### src/rtl/traffic_demand_detector_if.sv
`default_nettype none
// +----------------------------------------------------------------------------+
// | traffic_demand_detector_if                                                 |
// | Sensor / light-code inputs and demand / starvation outputs of the detector.|
// | Revision: 1.0                                                              |
// +----------------------------------------------------------------------------+
interface traffic_demand_detector_if;
   logic       sensor1;
   logic       sensor2;
   logic       sensor3;
   logic       sensor4;
   logic [3:0] Road1;
   logic [3:0] Road2;
   logic [3:0] Road3;
   logic [3:0] Road4;
   logic       c1;
   logic       c2;
   logic       c3;
   logic       c4;
   logic [3:0] starved;

   modport master (
      output sensor1, sensor2, sensor3, sensor4,
      output Road1, Road2, Road3, Road4,
      input  c1, c2, c3, c4,
      input  starved
   );

   modport slave (
      input  sensor1, sensor2, sensor3, sensor4,
      input  Road1, Road2, Road3, Road4,
      output c1, c2, c3, c4,
      output starved
   );
endinterface
`default_nettype wire

### src/rtl/traffic_demand_detector.sv
`default_nettype none
// +----------------------------------------------------------------------------+
// | traffic_demand_detector                                                    |
// | Debounced, latched per-road demand requests with per-road starvation flags.|
// | Revision: 1.0                                                              |
// +----------------------------------------------------------------------------+
module traffic_demand_detector #(
   parameter int DEBOUNCE = 4,
   parameter int MAX_WAIT = 200
) (
   input  logic                      clk,
   input  logic                      clear,
   traffic_demand_detector_if.slave  bus
);

   localparam logic [3:0] c_DB_LAST  = 4'(DEBOUNCE - 1);
   localparam logic [7:0] c_MAX_WAIT = 8'(MAX_WAIT);
   localparam logic [3:0] c_GREEN    = 4'd1;

   logic [3:0] w_sensor;
   logic [3:0] w_green;
   logic [3:0] w_c;
   logic [3:0] w_starved;

   assign w_sensor = {bus.sensor4, bus.sensor3, bus.sensor2, bus.sensor1};
   assign w_green  = {bus.Road4 == c_GREEN, bus.Road3 == c_GREEN,
                      bus.Road2 == c_GREEN, bus.Road1 == c_GREEN};

   generate
      for (genvar g = 0; g < 4; g++) begin : g_road
         logic       r_sync1;
         logic       r_sync2;
         logic       r_p;
         logic [3:0] r_cnt;
         logic       r_c;
         logic [7:0] r_wait;
         logic       r_starved;
         logic [7:0] w_wait_next;

         // Starved flag is registered from the next counter value so it
         // tracks the counter on the same edge.
         always_comb begin
            w_wait_next = r_wait;
            if (!r_c || w_green[g])
               w_wait_next = '0;
            else if (r_wait != c_MAX_WAIT)
               w_wait_next = r_wait + 8'd1;
         end

         always_ff @(posedge clk) begin
            if (clear) begin
               r_sync1   <= 1'b0;
               r_sync2   <= 1'b0;
               r_p       <= 1'b0;
               r_cnt     <= '0;
               r_c       <= 1'b0;
               r_wait    <= '0;
               r_starved <= 1'b0;
            end else begin
               r_sync1 <= w_sensor[g];
               r_sync2 <= r_sync1;
               if (r_sync2 != r_p) begin
                  if (r_cnt == c_DB_LAST) begin
                     r_p   <= ~r_p;
                     r_cnt <= '0;
                  end else begin
                     r_cnt <= r_cnt + 4'd1;
                  end
               end else begin
                  r_cnt <= '0;
               end
               r_c       <= r_p | (r_c & ~w_green[g]);
               r_wait    <= w_wait_next;
               r_starved <= (w_wait_next == c_MAX_WAIT);
            end
         end

         assign w_c[g]       = r_c;
         assign w_starved[g] = r_starved;
      end
   endgenerate

   assign bus.c1      = w_c[0];
   assign bus.c2      = w_c[1];
   assign bus.c3      = w_c[2];
   assign bus.c4      = w_c[3];
   assign bus.starved = w_starved;

endmodule
`default_nettype wire

### src/flat_wrapper.sv
// flat-port wrapper written by rule: the top's interface ports become plain ports
module traffic_demand_detector_flat 
#(
   parameter int DEBOUNCE = 4,
   parameter int MAX_WAIT = 200
)
  (clk, clear, bus_sensor1, bus_sensor2, bus_sensor3, bus_sensor4, bus_Road1, bus_Road2, bus_Road3, bus_Road4, bus_c1, bus_c2, bus_c3, bus_c4, bus_starved);
  traffic_demand_detector_if bus_i ();
  input  logic clk;
  input  logic clear;
  input wire logic [$bits(bus_i.sensor1)-1:0] bus_sensor1;
  input wire logic [$bits(bus_i.sensor2)-1:0] bus_sensor2;
  input wire logic [$bits(bus_i.sensor3)-1:0] bus_sensor3;
  input wire logic [$bits(bus_i.sensor4)-1:0] bus_sensor4;
  input wire logic [$bits(bus_i.Road1)-1:0] bus_Road1;
  input wire logic [$bits(bus_i.Road2)-1:0] bus_Road2;
  input wire logic [$bits(bus_i.Road3)-1:0] bus_Road3;
  input wire logic [$bits(bus_i.Road4)-1:0] bus_Road4;
  output wire logic [$bits(bus_i.c1)-1:0] bus_c1;
  output wire logic [$bits(bus_i.c2)-1:0] bus_c2;
  output wire logic [$bits(bus_i.c3)-1:0] bus_c3;
  output wire logic [$bits(bus_i.c4)-1:0] bus_c4;
  output wire logic [$bits(bus_i.starved)-1:0] bus_starved;
  assign bus_i.sensor1 = bus_sensor1;
  assign bus_i.sensor2 = bus_sensor2;
  assign bus_i.sensor3 = bus_sensor3;
  assign bus_i.sensor4 = bus_sensor4;
  assign bus_i.Road1 = bus_Road1;
  assign bus_i.Road2 = bus_Road2;
  assign bus_i.Road3 = bus_Road3;
  assign bus_i.Road4 = bus_Road4;
  assign bus_c1 = bus_i.c1;
  assign bus_c2 = bus_i.c2;
  assign bus_c3 = bus_i.c3;
  assign bus_c4 = bus_i.c4;
  assign bus_starved = bus_i.starved;
  traffic_demand_detector #(.DEBOUNCE(DEBOUNCE), .MAX_WAIT(MAX_WAIT)) u_core (.clk(clk), .clear(clear), .bus(bus_i));
endmodule
### config.mk
export PLATFORM = sky130hd
export DESIGN_NAME = traffic_demand_detector_flat
export DESIGN_NICKNAME = d
export VERILOG_FILES = /design/src/rtl/traffic_demand_detector_if.sv /design/src/rtl/traffic_demand_detector.sv /design/src/flat_wrapper.sv
export SDC_FILE = /design/constraint.sdc
export NUM_CORES = 1
export LEC_CHECK = 0
export ABC_AREA = 1
export ABC_CLOCK_PERIOD_IN_PS = 2000
export BUFFER_PORTS_ARGS = -buffer_cell sky130_fd_sc_hd__buf_2
export CORE_ASPECT_RATIO = 0.9
export CORE_MARGIN = 2
export CORE_UTILIZATION = 58
export CTS_CLUSTER_SIZE = 14
export DETAILED_ROUTE_END_ITERATION = 16
export PLACE_DENSITY = 0.78
export SLEW_MARGIN = 20
export SYNTH_ARGS = -nofsm -noshare
export SYNTH_HDL_FRONTEND = slang
export SYNTH_SLANG_ARGS = --single-unit
### constraint.sdc
create_clock -name clk -period 2 [get_ports clk]
set_clock_uncertainty 0.2 [all_clocks]
set_input_delay 0.4 -clock clk [delete_from_list [all_inputs] [get_ports clk]]
set_output_delay 0.4 -clock clk [all_outputs]
set_load 0.02 [all_outputs]
# Word-level counts from Yosys, hierarchy flattened
# Index checks and enable logic that the tools add are counted.
[word_totals]
out_inout_bits = 8
word_cells = 100
ff_bits = 68
[classes]
n_reduce_logical = 16
bitwise = 20
n_addsub = 8
eq_ne = 20
mux = 8
[op_table]
columns = ["cell", "count"]
rows = [
  ["$mux W8", 8],
  ["$add A8 B1 Y8 const B", 4],
  ["$eq A8 B8 Y1 const B", 4],
  ["$ne A8 B8 Y1 const B", 4],
  ["$add A4 B1 Y4 const B", 4],
  ["$eq A4 B1 Y1 const B", 4],
  ["$eq A4 B2 Y1 const B", 4],
  ["$not A1 Y1", 12],
  ["$reduce_or A3 Y1", 4],
  ["$reduce_and A2 Y1", 4],
  ["$and A1 B1 Y1", 4],
  ["$logic_not A1 Y1", 4],
  ["$logic_or A1 B1 Y1", 4],
  ["$ne A1 B1 Y1", 4],
  ["$or A1 B1 Y1", 4],
]

# Logic depth before layout (Yosys ltp)
# Gate-level depths: netlist (run 1).
[logic_depth]
ltp_word = 4
ltp_mapped = 11
depth_no_buf = 11

# Worst setup path after synthesis (run 1)
# No wires, ideal clock.
[synth_path]
path_kind = "register to register"
startpoint = "register u_core.g_road[1].r_wait[0]"
endpoint = "register u_core.g_road[1].r_starved"
synth_period_minus_slack_ns = 1.448
setup_time_ns = 0.111
path_buffers = 0
stages_incl_launch_ff = 12
arrival_time_ns = 1.136
required_ns = 1.689
slack_ns = 0.552
path_cell_list = "dfxtp_1 -> inv_1 -> ha_1 -> nand2_1 -> nor2_1 -> nand2_2 -> nand2_1 -> nand3_1 -> nand2_1 -> nor2_1 -> nand2_1 -> nor2_2"
[synth_via]
elab_chain_len = 4
[synth_lines]
columns = ["item", "line_no", "text"]
rows = [
  ["start: declaration", "traffic_demand_detector.sv:36", "logic [7:0] r_wait;"],
  ["start signal: assignment", "traffic_demand_detector.sv:73", "r_wait <= w_wait_next;"],
  ["$add A8 B1 Y8 or $ne A8 B8 Y1 (tied branches)", "traffic_demand_detector.sv:47, traffic_demand_detector.sv:46", ""],
  ["$mux W8 (*)", "traffic_demand_detector.sv:46", "else if (r_wait != c_MAX_WAIT)"],
  ["$mux W8 (*)", "traffic_demand_detector.sv:44", "if (!r_c || w_green[g])"],
  ["$eq A8 B8 Y1 (*)", "traffic_demand_detector.sv:74", "r_starved <= (w_wait_next == c_MAX_WAIT);"],
  ["end signal: assignment", "traffic_demand_detector.sv:74", ""],
  ["end: declaration", "traffic_demand_detector.sv:37", "logic r_starved;"],
]
# Every way passes the cells marked *; elsewhere a longest branch is shown, timed or not.
# A chain may end at the register's enable or synchronous reset.

# Final worst setup path (run 1)
[layout_path]
startpoint = "register u_core.g_road[2].r_wait[0]"
endpoint = "register u_core.g_road[2].r_starved"
[layout_via]
elab_chain_len = 4
[layout_lines]
columns = ["item", "line_no"]
rows = [
  ["start: declaration", "traffic_demand_detector.sv:36"],
  ["start signal: assignment", "traffic_demand_detector.sv:73"],
  ["$add A8 B1 Y8 or $ne A8 B8 Y1 (tied branches)", "traffic_demand_detector.sv:47, traffic_demand_detector.sv:46"],
  ["$mux W8 (*)", "traffic_demand_detector.sv:46"],
  ["$mux W8 (*)", "traffic_demand_detector.sv:44"],
  ["$eq A8 B8 Y1 (*)", "traffic_demand_detector.sv:74"],
  ["end signal: assignment", "traffic_demand_detector.sv:74"],
  ["end: declaration", "traffic_demand_detector.sv:37"],
]
# Marks and branches as above.

==> results of run 1 <==
-- cells by family after synthesis --
group | Yosys count
adders and majority gates | 12
AOI/OAI and AO/OA | 22
and+or+nand+nor | 230
buffers and inverters | 73
xor gates and xnor gates | 22
DFF | 68
-- per-layer routing --
layer / vias up / part of all wire (%) / GRT usage, %
li1: 1387 / - / -
met4: 0 / 0.90 / 7.96
met2: 66 / 46 / 34.1
met5: - / 0 / 0
met1: 1161 / 47 / 25.1
met3: 4 / 6.1 / 7.40
-- placed cells by master, fill, tap and decap left out --
master / count
sky130_fd_sc_hd__ha_1: 12
sky130_fd_sc_hd__xor2_1: 17
sky130_fd_sc_hd__nand2_1: 76
sky130_fd_sc_hd__inv_1: 62
sky130_fd_sc_hd__clkinv_2: 2
sky130_fd_sc_hd__a21boi_4: 1
sky130_fd_sc_hd__nor2_2: 4
sky130_fd_sc_hd__o21ai_1: 3
sky130_fd_sc_hd__nor2_4: 2
sky130_fd_sc_hd__xnor2_1: 5
sky130_fd_sc_hd__nand3_2: 4
sky130_fd_sc_hd__dfxtp_1: 68
sky130_fd_sc_hd__clkbuf_1: 2
sky130_fd_sc_hd__nor3_1: 1
sky130_fd_sc_hd__or2_1: 1
sky130_fd_sc_hd__inv_2: 1
sky130_fd_sc_hd__a21boi_2: 2
sky130_fd_sc_hd__nand3_1: 44
sky130_fd_sc_hd__nor2_1: 81
sky130_fd_sc_hd__buf_4: 2
sky130_fd_sc_hd__o21ai_0: 5
sky130_fd_sc_hd__a21oi_1: 9
sky130_fd_sc_hd__clkinv_1: 2
sky130_fd_sc_hd__a21oi_2: 1
sky130_fd_sc_hd__nand4_1: 4
sky130_fd_sc_hd__or2_2: 4
sky130_fd_sc_hd__nand2_2: 6
sky130_fd_sc_hd__clkbuf_8: 11
sky130_fd_sc_hd__nor3_2: 3
sky130_fd_sc_hd__buf_2: 29
sky130_fd_sc_hd__o21ai_2: 1
-- state kept, by name (all words and copies together) (netlist names) --
signal and count:
u_core.bus.c3 1, u_core.bus.c1 1, u_core.g_road.r_p 4, u_core.g_road.r_wait 32
u_core.g_road.r_sync2 4, u_core.g_road.r_cnt 16, u_core.g_road.r_sync1 4, u_core.bus.c4 1
u_core.g_road.r_starved 4, u_core.bus.c2 1
-- worst max-delay path, delay by kind of cell (launching register included) --
kind	cells	cell delay, ps
adder cells (fa/ha/maj)	1	150
buffers and inverters	1	100
flip-flops	1	350
AND/OR/NAND/NOR	9	780
-- area by class of cell --
class | instances | area, µm²
timing repair buffer | 31 | 160
inverter | 65 | 244
clock inverter | 2 | 10.0
sequential | 68 | 1360
clock buffer | 13 | 159
tap | 67 | 83.8
multi-input combinational | 286 | 1510
fill | 440 | 1720
-- through the flow --
| step | instances | hold slack (ps) |
|---|---|---|
| after detailed placement | 517 | 198 |
| after floorplan | 427 | 188 |
| final | 532 | 69.3 |
| after CTS | 532 | 54.6 |
| after global routing | 532 | 60.2 |
| after global placement | 517 | 189 |
-- Yosys cell counts --
library cell | count | area, µm²
sky130_fd_sc_hd__nor2_1 | 81 | 304
sky130_fd_sc_hd__nand2_1 | 76 | 285
sky130_fd_sc_hd__dfxtp_1 | 68 | 1360
sky130_fd_sc_hd__inv_1 | 62 | 233
sky130_fd_sc_hd__nand3_1 | 44 | 220
sky130_fd_sc_hd__xor2_1 | 17 | 149
sky130_fd_sc_hd__ha_1 | 12 | 150
sky130_fd_sc_hd__a21oi_1 | 9 | 45.0
sky130_fd_sc_hd__nand2_2 | 6 | 37.5
sky130_fd_sc_hd__o21ai_0 | 5 | 25.0
sky130_fd_sc_hd__xnor2_1 | 5 | 43.8
sky130_fd_sc_hd__buf_4 | 4 | 30.0
sky130_fd_sc_hd__nand3_2 | 4 | 40.0
sky130_fd_sc_hd__nand4_1 | 4 | 25.0
sky130_fd_sc_hd__nor2_2 | 4 | 25.0
sky130_fd_sc_hd__or2_2 | 4 | 25.0
sky130_fd_sc_hd__clkbuf_1 | 3 | 11.3
sky130_fd_sc_hd__nor3_2 | 3 | 30.0
sky130_fd_sc_hd__o21ai_1 | 3 | 15.0
sky130_fd_sc_hd__a21boi_2 | 2 | 22.5
sky130_fd_sc_hd__clkinv_1 | 2 | 7.51
sky130_fd_sc_hd__nor2_4 | 2 | 22.5
sky130_fd_sc_hd__a21boi_4 | 1 | 18.8
sky130_fd_sc_hd__a21oi_2 | 1 | 8.76
sky130_fd_sc_hd__buf_2 | 1 | 5.00
sky130_fd_sc_hd__inv_2 | 1 | 3.75
sky130_fd_sc_hd__nor3_1 | 1 | 5.00
sky130_fd_sc_hd__o21ai_2 | 1 | 8.76
sky130_fd_sc_hd__or2_1 | 1 | 6.26
-- final timing paths --
| kind | to | start | slack, ps | depth (start not counted) |
|---|---|---|---|---|
| max reg2reg | u_core.g_road[2].r_starved$_SDFF_PP0_ | u_core.g_road[2].r_wait[0]$_SDFF_PP0_ | 320 | 11 |
| max | u_core.g_road[2].r_starved$_SDFF_PP0_ | u_core.g_road[2].r_wait[0]$_SDFF_PP0_ | 320 | 11 |
| min reg2reg | u_core.g_road[3].r_sync2$_SDFF_PP0_ | u_core.g_road[3].r_sync1$_SDFF_PP0_ | 210 | 2 |
| min | u_core.g_road[0].r_sync1$_SDFF_PP0_ | bus_sensor1 | 70 | 3 |
-- power by group through the flow --
stage / registers (mW) / clock network (mW) / logic, mW
finish: 1.37 / 0.976 / 0.0615
floorplan: 1.40 / 0 / 0.0318
global route: 1.37 / 1.07 / 0.0711
CTS: 1.37 / 1.01 / 0.0627
global placement: 1.40 / 0 / 0.0605
detailed placement: 1.40 / 0 / 0.0624
==> tab_implementation.tex, run 1 <==
\begin{tabular}{lr}
\hline
Metric & Value \\
\hline
\multicolumn{2}{l}{\textbf{Finish}} \\
\quad Layout-stage area growth over the synthesis result & 11.6\% \\
\quad Net total in the final layout & 495 \\
\quad Area of all placed cells without fillers & 3530 µm² \\
\quad Diodes inserted & 0 \\
\quad Layout cells sized above 1 & 15.7\% \\
\quad Core Util, Final & 67.2\% \\
\multicolumn{2}{l}{\textbf{Logic synthesis}} \\
\quad Post-synthesis cell area & 3160 µm² \\
\quad Syn Area/Cell & 7.41 µm² \\
\quad Cell count after synthesis & 427 \\
\quad Area share of fa/ha/maj cells after synthesis & 4.74\% \\
\quad Synth cell types & 29 \\
\quad Post-Synth XOR/XNOR Area & 6.09\% \\
\quad Area fraction in and, or, nand and nor cells after synthesis & 32.4\% \\
\quad Flip-flop and latch count after synthesis & 68 \\
\quad Fraction of synthesized area in multiplexers & 0\% \\
\quad Compound-cell area share of the yosys netlist & 4.55\% \\
\quad Dominant combinational cell family by area after synthesis & simple AND/OR/NAND/NOR gates \\
\quad Warnings from Yosys & 0 \\
\quad Net count after synthesis & 461 \\
\quad Sequential-to-total area share from yosys stat & 43.0\% \\
\multicolumn{2}{l}{\textbf{Clock network}} \\
\quad Insertion delay of the later-clocked pin in the worst-skew pair & 340 ps \\
\quad Clock Tree Root & sky130\_fd\_sc\_hd\_\_clkbuf\_8 \\
\quad Maximum root-to-sink buffer count & 2 \\
\quad Clock sinks & 68 \\
\quad Resize count post-CTS & 0 \\
\quad H-tree depth & 3 \\
\quad Number of buffers created by CTS & 9 \\
\quad Number of post-CTS setup repair buffers & 0 \\
\quad Clock slew at reported path FFs & 70 ps \\
\quad Number of buffers inserted by hold repair at cts & 0 \\
\quad CTS tree & built \\
\multicolumn{2}{l}{\textbf{STA}} \\
\quad RSZ-0062 raised after global routing & no \\
\quad Final setup vio count & 0 \\
\quad Worst Tran Pin Value & 371 ps \\
\quad Crit share post-route & 84.2\% \\
\quad Tightest slew margin relative to the limit & 75.3\% \\
\quad Number of pins with negative max-slew slack in the final report & 0 \\
\quad Number of hold violations in the final report & 0 \\
\quad Final Worst Setup Slack & 317 ps \\
\quad Highest clock frequency the design can meet & 0.594 GHz \\
\quad Accumulated negative setup slack & 0 ps \\
\quad Final worst path period need & 1680 ps \\
\multicolumn{2}{l}{\textbf{Setup path}} \\
\quad Worst-path fanout max & 4 \\
\quad Critical Path, Cell by Cell & inv\_1 > ha\_1 > nand2\_1 > nor2\_1 > nand2\_2 > nand2\_1 > nand3\_1 > nand2\_1 > nor2\_1 > nand2\_1 > nor2\_2 \\
\quad Kind of end point of the critical path & register \\
\quad Data required time of the critical path & 2040 ps \\
\quad Critical path start-end classification & reg -> reg \\
\quad Critical Path Max Stage Delay & 350 ps \\
\quad Most used cell, CP & sky130\_fd\_sc\_hd\_\_nand2\_1 \\
\quad Cell with the biggest individual delay on the critical path & sky130\_fd\_sc\_hd\_\_dfxtp\_1 \\
\quad WP data arrival & 1720 ps \\
\quad Worst setup SP type & register \\
\multicolumn{2}{l}{\textbf{Power and ir drop}} \\
\quad Pint & 1.90 mW \\
\quad Clock share of power & 40.6\% \\
\quad Leak Pwr & 1.59 nW \\
\quad Worst ir drop on vdd & 606 µV \\
\quad Register share of total power & 56.9\% \\
\quad Power density cells & 682 nW/µm² \\
\quad Switching portion of total power & 21.2\% \\
\quad Total power of the final layout & 2.41 mW \\
\quad Share of total power in combinational logic & 2.6\% \\
\quad Total net switching power & 0.509 mW \\
\multicolumn{2}{l}{\textbf{Placed design}} \\
\quad Placement Setup Slack & 380 ps \\
\quad Post-DP Area & 3360 µm² \\
\quad Number of port buffers & 29 \\
\quad Global placer's final weighted congestion & 0.805 \\
\quad DP Wirelength & 4160 µm \\
\multicolumn{2}{l}{\textbf{Route}} \\
\quad Number of remaining DRC errors & 0 \\
\quad Routed via count & 2618 \\
\quad Initial DRT Pass Iterations & 5 \\
\quad Overall routed net length & 5680 µm \\
\quad Number of DRC violations after detailed-routing iteration 0 & 155 \\
\quad Count of nets left with antenna violations after detail routing & 0 \\
\quad Routed len/inst & 10.7 µm \\
\quad Via density per instance & 4.92 \\
\multicolumn{2}{l}{\textbf{Worst hold path}} \\
\quad Class of the worst hold path & in -> reg \\
\multicolumn{2}{l}{\textbf{Global routing}} \\
\quad Maximum number of pins on one net before global-route repair & 31 \\
\quad Via count of the first global-routing pass & 2352 \\
\quad Residual overflow from global routing & 0 \\
\quad Wire length of the first global-routing pass & 9600 µm \\
\quad Antenna violations before repair & 0 \\
\quad Aggregate global-route resource usage & 20.8\% \\
\multicolumn{2}{l}{\textbf{Floorplan}} \\
\quad Top-level I/O count & 30 \\
\quad Width of the die & 81.9 µm \\
\quad Die height & 74.1 µm \\
\quad Area of the die & 6060 µm² \\
\quad Row count & 25 \\
\quad Core area & 5260 µm² \\
\quad Starting density of the core & 60.2\% \\
\multicolumn{2}{l}{\textbf{Flow run}} \\
\quad Max Cap Violations & 0 \\
\multicolumn{2}{l}{\textbf{Status}} \\
\quad Outcome & complete, no violations \\
\hline
\end{tabular}
No activity file was read; power rests on OpenSTA's default activity.
==> run 2, diff against run 1 <==
--- a/config.mk
+++ b/config.mk
@@ -5,8 +5,8 @@
 export SDC_FILE = /design/constraint.sdc
 export NUM_CORES = 1
 export LEC_CHECK = 0
-export ABC_AREA = 1
-export ABC_CLOCK_PERIOD_IN_PS = 2000
+export ABC_AREA = 0
+export ABC_CLOCK_PERIOD_IN_PS = 1600
 export BUFFER_PORTS_ARGS = -buffer_cell sky130_fd_sc_hd__buf_2
 export CORE_ASPECT_RATIO = 0.9
 export CORE_MARGIN = 2
==> constraint.sdc (replaced) <==
create_clock -name clk -period 1.6 [get_ports clk]
set_clock_uncertainty 0.2 [all_clocks]
set_input_delay 0.32 -clock clk [delete_from_list [all_inputs] [get_ports clk]]
set_output_delay 0.32 -clock clk [all_outputs]
set_load 0.02 [all_outputs]
==> run 2 against run 1 <==
The flow now finishes with violations (setup timing). Clock power up 62%. Synthesized area down 1.9%. Critical endpoint unchanged. Sequential share of layout area down 7.1 points. Largest cell class unchanged.
==> tab_implementation.tex, run 2 <==
\begin{tabular}{lr}
\hline
Metric & Value \\
\hline
\multicolumn{2}{l}{\textbf{Setup path}} \\
\quad Data required time of the critical path & 1640 ps \\
\quad Worst-path fanout max & 2 \\
\quad Worst Path Buf+Inv & 1 \\
\quad Critical path start-end classification & reg -> reg \\
\quad Cell with the biggest individual delay on the critical path & sky130\_fd\_sc\_hd\_\_or4\_4 \\
\quad Critical Path Max Stage Delay & 430 ps \\
\quad Kind of end point of the critical path & register \\
\quad WP data arrival & 2000 ps \\
\quad Reg2Reg Launch Point & u\_core.g\_road[2].r\_wait[0]\$\_SDFF\_PP0\_ \\
\quad Kind of cell adding the most delay to the critical path & simple AND/OR/NAND/NOR gates \\
\quad Worst setup path start & u\_core.g\_road[2].r\_wait[0]\$\_SDFF\_PP0\_ \\
\quad Critical Path, Cell by Cell & inv\_2 > ha\_4 > nand3b\_1 > or4\_4 > or3\_1 > a2111oi\_2 \\
\quad Worst setup SP type & register \\
\multicolumn{2}{l}{\textbf{Logic synthesis}} \\
\quad Synth top area cells & sky130\_fd\_sc\_hd\_\_dfxtp\_1, sky130\_fd\_sc\_hd\_\_xnor2\_1, sky130\_fd\_sc\_hd\_\_nor2\_1 \\
\quad Predominant post-synthesis flop cell & sky130\_fd\_sc\_hd\_\_dfxtp\_1 \\
\quad Synth cell types & 47 \\
\quad FFs w/ async S/R, synth & 0\% \\
\quad Syn Area/Cell & 9.27 µm² \\
\quad Sequential-to-total area share from yosys stat & 43.9\% \\
\quad Most frequent cell after synthesis & sky130\_fd\_sc\_hd\_\_dfxtp\_1 \\
\quad Biggest area consumer among synthesized cells & sky130\_fd\_sc\_hd\_\_dfxtp\_1 \\
\quad Flip-flop and latch count after synthesis & 68 \\
\quad Top cells by count, synth & sky130\_fd\_sc\_hd\_\_dfxtp\_1, sky130\_fd\_sc\_hd\_\_nor2\_1, sky130\_fd\_sc\_hd\_\_xnor2\_1 \\
\quad Cell count after synthesis & 335 \\
\quad Synth top area share & 43.9\% \\
\quad EDFF count, synth & 0 \\
\quad Net count after synthesis & 369 \\
\quad Post-synthesis cell area & 3100 µm² \\
\quad Warnings from Yosys & 0 \\
\multicolumn{2}{l}{\textbf{Floorplan}} \\
\quad Starting density of the core & 59.8\% \\
\quad Row count & 25 \\
\quad Area of the die & 5950 µm² \\
\quad Die height & 73.4 µm \\
\quad Core area & 5190 µm² \\
\quad Width of the die & 81.1 µm \\
\quad Top-level I/O count & 30 \\
\multicolumn{2}{l}{\textbf{STA}} \\
\quad Final Worst Setup Slack & -363 ps \\
\quad Final worst path period need & 1960 ps \\
\quad RSZ-0062 raised after global routing & yes \\
\quad Number of pins with negative max-slew slack in the final report & 0 \\
\quad Accumulated negative setup slack & -1990 ps \\
\quad Number of hold violations in the final report & 0 \\
\quad Crit share post-route & 123\% \\
\quad Worst hold margin & 144 ps \\
\quad Worst Tran Pin Value & 341 ps \\
\quad Final setup vio count & 17 \\
\quad Highest clock frequency the design can meet & 0.510 GHz \\
\quad Tightest slew margin relative to the limit & 77.2\% \\
\multicolumn{2}{l}{\textbf{Worst hold path}} \\
\quad Hold Path Origin & bus\_Road3[2] \\
\quad Class of the worst hold path & in -> reg \\
\multicolumn{2}{l}{\textbf{Clock network}} \\
\quad CTS tree & built \\
\quad Insertion delay of the later-clocked pin in the worst-skew pair & 340 ps \\
\quad H-tree depth & 3 \\
\quad Clock sinks & 68 \\
\quad Maximum root-to-sink buffer count & 2 \\
\quad Number of buffers created by CTS & 9 \\
\quad Clock Tree Root & sky130\_fd\_sc\_hd\_\_clkbuf\_8 \\
\quad Clock slew at reported path FFs & 70 ps \\
\multicolumn{2}{l}{\textbf{Power and ir drop}} \\
\quad Power density cells & 763 nW/µm² \\
\quad Worst ir drop on vdd & 872 µV \\
\quad Leak Pwr & 1.82 nW \\
\quad Total power of the final layout & 3.36 mW \\
\multicolumn{2}{l}{\textbf{Route}} \\
\quad Number of DRC violations after detailed-routing iteration 0 & 100 \\
\quad Number of remaining DRC errors & 0 \\
\quad Overall routed net length & 7980 µm \\
\quad Initial DRT Pass Iterations & 4 \\
\quad Routed via count & 2825 \\
\quad Count of nets left with antenna violations after detail routing & 0 \\
\quad Routed len/inst & 15.6 µm \\
\quad Via density per instance & 5.52 \\
\multicolumn{2}{l}{\textbf{Finish}} \\
\quad Layout-stage area growth over the synthesis result & 42.1\% \\
\quad Core Util, Final & 84.9\% \\
\quad Area of all placed cells without fillers & 4410 µm² \\
\quad Diodes inserted & 0 \\
\quad Leading cell types in the layout, fill and taps excluded & sky130\_fd\_sc\_hd\_\_buf\_4, sky130\_fd\_sc\_hd\_\_dfxtp\_1, sky130\_fd\_sc\_hd\_\_nor2\_1, sky130\_fd\_sc\_hd\_\_buf\_2, sky130\_fd\_sc\_hd\_\_nand3\_1 \\
\quad Register name with the most flops & u\_core.g\_road.r\_wait \\
\quad Fillcell total & 277 \\
\quad Largest registers & u\_core.g\_road.r\_wait (32), u\_core.g\_road.r\_cnt (16) \\
\quad Layout cells sized above 1 & 42.5\% \\
\quad Net total in the final layout & 474 \\
\quad Max reg flops & 32 \\
\quad Final Non-Filler Cells & 512 \\
\quad Leading cell type in the layout, fill and taps excluded & sky130\_fd\_sc\_hd\_\_buf\_4 \\
\multicolumn{2}{l}{\textbf{Placed design}} \\
\quad Cell Count Post-Placement & 480 \\
\quad Global placer's final weighted congestion & 0.901 \\
\quad DP Wirelength & 4570 µm \\
\quad Post-DP Area & 3790 µm² \\
\quad Number of port buffers & 29 \\
\quad Placement Setup Slack & -351 ps \\
\multicolumn{2}{l}{\textbf{Global routing}} \\
\quad Wire length of the first global-routing pass & 12000 µm \\
\quad Antenna violations before repair & 0 \\
\quad Via count of the first global-routing pass & 2680 \\
\quad Maximum number of pins on one net before global-route repair & 14 \\
\quad Residual overflow from global routing & 0 \\
\quad Aggregate global-route resource usage & 26.3\% \\
\multicolumn{2}{l}{\textbf{Flow run}} \\
\quad Max Cap Violations & 0 \\
\multicolumn{2}{l}{\textbf{Status}} \\
\quad Violations in the final reports & setup timing \\
\quad Outcome & finished, violations left \\
\hline
\end{tabular}
-- run 2: cell types whose count changed in the layout (fill, tap and decap cells not counted), sizes merged, moves of 6 or more --
cell    delta
nor2      -39
nand3     -28
buf       +74
and3       +6
nand2     -71
or3        +9
nor2b      +8
xnor2     +16
inv       -48
nand3b     +6
-- run 2: worst reg2reg max path, delay by kind of cell (launching register included) --
family / cells / cell delay [ps]
simple gates: 3 / 850
flops: 1 / 330
compound gates: 1 / 290
fa+ha+maj: 1 / 120
buf+inv: 1 / 80
-- run 2: final cells by class --
cell class | instances | area, µm² | area share (%)
tap | 67 | 83.8 | 1.90
sequential | 68 | 1390 | 31.5
clock inverter | 5 | 85.1 | 1.93
inverter | 15 | 58.8 | 1.33
clock buffer | 11 | 141 | 3.21
multi-input combinational | 237 | 1860 | 42.3
timing repair buffer | 109 | 790 | 17.9
-- run 2: path summary, 6_finish.rpt --
| kind | endpoint | slack (ps) | depth (start not counted) |
|---|---|---|---|
| worst max-delay path | u_core.g_road[2].r_starved$_SDFF_PP0_ | -360 | 6 |
| worst min register to register | u_core.g_road[1].r_sync2$_SDFF_PP0_ | 250 | 1 |
| worst min-delay path | u_core.bus.c3$_SDFF_PP0_ | 140 | 4 |
| worst max register to register | u_core.g_road[2].r_starved$_SDFF_PP0_ | -360 | 6 |
-- run 2: report_power, final --
part	leakage [nW]	total [mW]	switching, mW	internal (mW)
clock	0.110	1.58	0.653	0.926
combinational	1.15	0.0805	0.0314	0.0492
sequential	0.558	1.71	0.00671	1.70
-- run 2: repair_timing --
action | CTS | global route
resized for setup | 25 | 44
endpoints found under the setup margin | 13 | 31
setup buffers | 6 | 9
endpoints found under the hold margin | 4 | 0
hold buffers | 4 | 0
pin swaps | 9 | 20
-- run 2: cells by family (layout without fill, tap and decap cells) --
logic type               after synthesis  in the layout  synth area share (%)
XOR/XNOR                              37             37                  10.4
buffers and inverters                 30            140                  4.55
flip-flops                            68             68                  43.9
adder cells (fa/ha/maj)               12             12                  4.84
AO/OA/AOI/OAI                         37             37                  8.67
multiplexers                           7              7                  2.34
AND/OR/NAND/NOR                      144            144                  25.3
-- run 2: routing by layer --
layer	part of all wire, %	GRT usage, %	vias up
li1	-	-	1364
met2	52	46.3	78
met4	2.4	7.72	0
met1	42	30.4	1361
met5	0	0	-
met3	3.8	8.72	22
